<file path="src/rtl/regfile_wb_arbiter.sv">
// regfile_wb_arbiter: round-robin share of the register bank write port plus per-register busy scoreboard.
module regfile_wb_arbiter #(
  parameter int NREQ = 3,
  parameter int DW   = 16,
  parameter int AW   = 4
) (
  input  logic                 clk,
  input  logic                 rst_n,
  input  logic [NREQ-1:0]      req_valid,
  input  logic [AW*NREQ-1:0]   req_reg,
  input  logic [DW*NREQ-1:0]   req_data,
  output logic [NREQ-1:0]      req_ready,
  input  logic                 wb_hold,
  input  logic                 iss_valid,
  input  logic [AW-1:0]        iss_reg,
  output logic [AW-1:0]        wr_reg,
  output logic [DW-1:0]        wr_data,
  output logic                 wr_en,
  output logic [2**AW-1:0]     busy,
  output logic                 busy_any
);
  localparam int PW = (NREQ > 1) ? $clog2(NREQ) : 1;
  logic [PW-1:0] rr_ptr, gid, nxt_ptr, idx;
  logic [PW:0] sum;
  logic found;
  logic [2**AW-1:0] busy_nxt;
  // search rr_ptr, rr_ptr+1, ... with an explicit wrap since NREQ need not be a power of 2
  always_comb begin
    req_ready = '0;
    gid = '0;
    found = 1'b0;
    sum = '0;
    idx = '0;
    for (int k = 0; k < NREQ; k++) begin
      sum = {1'b0, rr_ptr} + (PW+1)'(k);
      idx = (sum >= (PW+1)'(NREQ)) ? PW'(sum - (PW+1)'(NREQ)) : sum[PW-1:0];
      if (!wb_hold && !found && req_valid[idx]) begin
        found = 1'b1;
        gid = idx;
        req_ready[idx] = 1'b1;
      end
    end
  end
  assign nxt_ptr = (gid == PW'(NREQ-1)) ? '0 : gid + PW'(1);
  // a new issue to the same register outranks the commit of the older producer
  always_comb begin
    busy_nxt = busy;
    if (wr_en) busy_nxt[wr_reg] = 1'b0;
    if (iss_valid) busy_nxt[iss_reg] = 1'b1;
  end
  assign busy_any = |busy;
  always_ff @(posedge clk or negedge rst_n) begin
    if (!rst_n) begin
      rr_ptr  <= '0;
      wr_en   <= 1'b0;
      wr_reg  <= '0;
      wr_data <= '0;
      busy    <= '0;
    end else begin
      wr_en <= found;
      busy  <= busy_nxt;
      if (found) begin
        rr_ptr  <= nxt_ptr;
        wr_reg  <= req_reg[AW*gid +: AW];
        wr_data <= req_data[DW*gid +: DW];
      end
    end
  end
endmodule

</file>
<file path="config.mk">
export PLATFORM = sky130hd
export DESIGN_NAME = regfile_wb_arbiter
export DESIGN_NICKNAME = d
export VERILOG_FILES = /design/src/rtl/regfile_wb_arbiter.sv
export SDC_FILE = /design/constraint.sdc
export NUM_CORES = 1
export LEC_CHECK = 0
export ABC_AREA = 0
export CAP_MARGIN = 20
export CORE_ASPECT_RATIO = 0.5
export CORE_UTILIZATION = 43
export DETAILED_ROUTE_END_ITERATION = 10
export GPL_ROUTABILITY_DRIVEN = 0
export HOLD_SLACK_MARGIN = 0.03
export PLACE_DENSITY = 0.93
export SYNTH_ARGS = -nofsm -noshare
export SYNTH_HDL_FRONTEND = slang
export SYNTH_SLANG_ARGS = --single-unit
</file>
<file path="constraint.sdc">
create_clock -name clk -period 2.7 [get_ports clk]
set_input_delay 0.27 -clock clk [delete_from_list [all_inputs] [get_ports clk]]
set_output_delay 0.27 -clock clk [all_outputs]
set_load 0.05 [all_outputs]
</file>
==> results by group <==
Floorplanning
  • Die Ht: 57.4 um
  • DIE AREA: 6480 sq um
  • # IOs: 112
  • CORE AREA: 5710 sq um
  • Initial Utilization: 46.3%
  • Chip width: 113 um
  • Site Rows: 19

Synthesis
  • FF+latch count, synth: 39
  • Cell variety after synth: 46
  • Post-synthesis cell area: 2640 sq um
  • Synth area leaders: dfrtp_1 (37%), a2111oi_4 (10%), o21ai_0 (7.4%)
  • Syn Nets: 328
  • Seq/Total Area, Yosys: 37.0%
  • Syn. warnings: 0
  • Largest area contributor in the synthesized netlist: dfrtp_1
  • Synth Area per Inst: 10.4 sq um
  • Post-Syn Instances: 253
  • Yosys top cell area share: 37.0%

Worst setup path
  • Setup crit end kind: output port
  • Crit Path Class: reg -> out
  • Critical Path RT: 2.43 ns
  • Critical Path AT: 2.34 ns
  • CP max FO: 11
  • Worst setup SP type: register

Detailed routing
  • Final antenna-violating net count: 0
  • # DRC: 0
  • Wire per inst: 18.7 um
  • Final wirelength: 8200 um
  • Via count: 2565
  • DR vias/cell: 5.84
  • DRT iter0 DRCs: 178
  • First-pass DRT Iterations: 4

Pwr
  • Switching fraction of total power: 48.8%
  • P_sw: 2580 uW
  • Clock share of power: 14.4%
  • Leak: 0.00151 uW
  • Internal: 2710 uW
  • Power share of the combinational group: 64.1%
  • Pwr Density: 1290 nW/um^2
  • Part of the power in registers: 21.5%
  • Peak VDD IR: 0.685 mV

Cells and area
  • Nets@finish: 440
  • Most frequent cells in the layout: clkdlybuf4s50_1 (107), dfrtp_1 (39), o21ai_0 (38)
  • Area grow syn2layout: 55.9%
  • Commonest non-fill, non-tap cell in the layout: clkdlybuf4s50_1
  • Non-filler cells, final: 439
  • Share of cells above drive strength 1: 18.6%
  • ANT cells: 0

Global route
  • Total global-route track usage: 26.1%
  • GRT Residual Overflow: 0
  • First-pass GRT wire length: 13100 um
  • Vias in the first global route: 2602
  • Initial antenna violation count: 0
  • Largest net degree at the start of global routing: 40

Placement
  • Post-DP HPWL: 6060 um
  • DP Cell Count: 431
  • IO buf count: 111

Timing
  • Worst slew margin: 44.4%
  • Skew final: 0.00328 ns
  • Worst hold slack: 0.0872 ns
  • Slew Viols, Final: 0
  • FMAX: 0.383 GHz
  • Final min period: 2.61 ns
  • Worst Max-Slew Pin Slew: 0.834 ns
  • Final Setup Violations: 0
  • Tcrit/Tclk final: 96.7%
  • Final hold vios: 0

Min path
  • Hold Path Class: in -> async

CTS
  • Post CTS Setup Buffer Count: 0
  • H-tree depth: 2
  • Clock Path Buffers: 2
  • Clk_lat worst skew: 0.28 ns
  • CTS Buf Count: 5
  • Clk slew on worst S/H paths: 0.06 ns
  • Clock sink total: 39
  • CTS tree: built
  • Root Buffer: clkbuf_16
  • CTS Hold Bufs: 0

Outcome
  • Status: finished clean

Job
  • Maxcap violations: 0
-- synth_stat cells (all sizes together) --
| master | n |
|---|---|
| a2111oi | 10 |
| a21oi | 10 |
| a221o | 1 |
| a2bb2oi | 1 |
| a31o | 2 |
| a31oi | 1 |
| a32oi | 1 |
| and3 | 11 |
| buf | 11 |
| clkbuf | 5 |
| dfrtp | 39 |
| ha | 4 |
| inv | 5 |
| mux2 | 2 |
| mux2i | 13 |
| nand2 | 29 |
| nand2b | 10 |
| nand3 | 6 |
| nand3b | 4 |
| nand4 | 1 |
| nor2 | 5 |
| nor2b | 2 |
| nor3 | 1 |
| nor4 | 5 |
| nor4b | 2 |
| nor4bb | 2 |
| o2111ai | 1 |
| o211ai | 10 |
| o21a | 1 |
| o21ai | 40 |
| o221ai | 1 |
| o31ai | 13 |
| o41ai | 2 |
| or4 | 2 |
-- final timing paths --
path                            start            to  slack [ns]  depth (start not counted)
min in group clk           wr_data[6]    wr_data[6]        0.49                          2
min                             rst_n     wr_reg[3]        0.09                          1
max reg2reg                 rr_ptr[0]    wr_data[2]        0.21                          7
max                         rr_ptr[0]  req_ready[0]        0.09                          7
max in group asynchronous       rst_n     wr_reg[0]        2.08                          1
min reg2reg                wr_data[6]    wr_data[6]        0.49                          2
-- cell type report --
cell class | instances | area, sq um
fill | 388 | 1590
clock buffer | 5 | 125
tap | 73 | 91.3
multi-input combinational | 193 | 1630
inverter | 5 | 18.8
clock inverter | 3 | 67.6
sequential | 39 | 976
timing repair buffer | 121 | 1210
-- timing repair --
item | in CTS | in global routing
gates resized for setup | 5 | 7
endpoints found under the setup margin | 2 | 12
pin swaps | 0 | 1
-- routing by layer --
metal  share of wire, %  up-vias  GRT usage [%]
li1                   -     1190              -
met1                 43     1262           33.3
met2                 49       92           45.1
met3                5.1       21           3.93
met4                2.5        0           11.0
met5                  0        -              0
-- per-stage QoR --
stage	area, sq um	power, uW	setup slack, ns	util [%]	setup TNS, ns
2_1_floorplan	2640	3300	0.0380	-	0
3_3_place_gp	3860	4270	0.245	67.7	0
3_5_place_dp	3860	4370	0.0664	67.7	0
4_1_cts	4080	5210	0.0103	71.6	0
5_1_grt	4120	5530	-0.0109	72.1	-0.0109
6_report	4120	5290	0.0878	72.1	0
-- worst max-delay path: stages, from the launching register on --
cell and delay (ns):
dfrtp_1 0.43, inv_1 0.16, ha_4 0.24, mux2_1 0.37, mux2i_4 0.26, nor4b_2 0.10, a221o_1 0.31, buf_4 0.19
-- power groups by stage --
stage          logic, uW  registers [uW]  clock network [uW]
2_1_floorplan       1290            2020                   0
3_3_place_gp        3160            1110                   0
3_5_place_dp        3250            1130                   0
4_1_cts             3320            1130                 768
5_1_grt             3560            1170                 792
6_report            3390            1140                 763
-- cells by family after synthesis --
group                    share of synthesized area [%]
AND/OR/NAND/NOR                                   19.2
AO/OA/AOI/OAI                                     32.1
buffers and inverters                             3.98
multiplexers                                      5.78
flip-flops                                        37.0
adder cells (fa/ha/maj)                           1.90
Power figures use the tool's default switching activity.
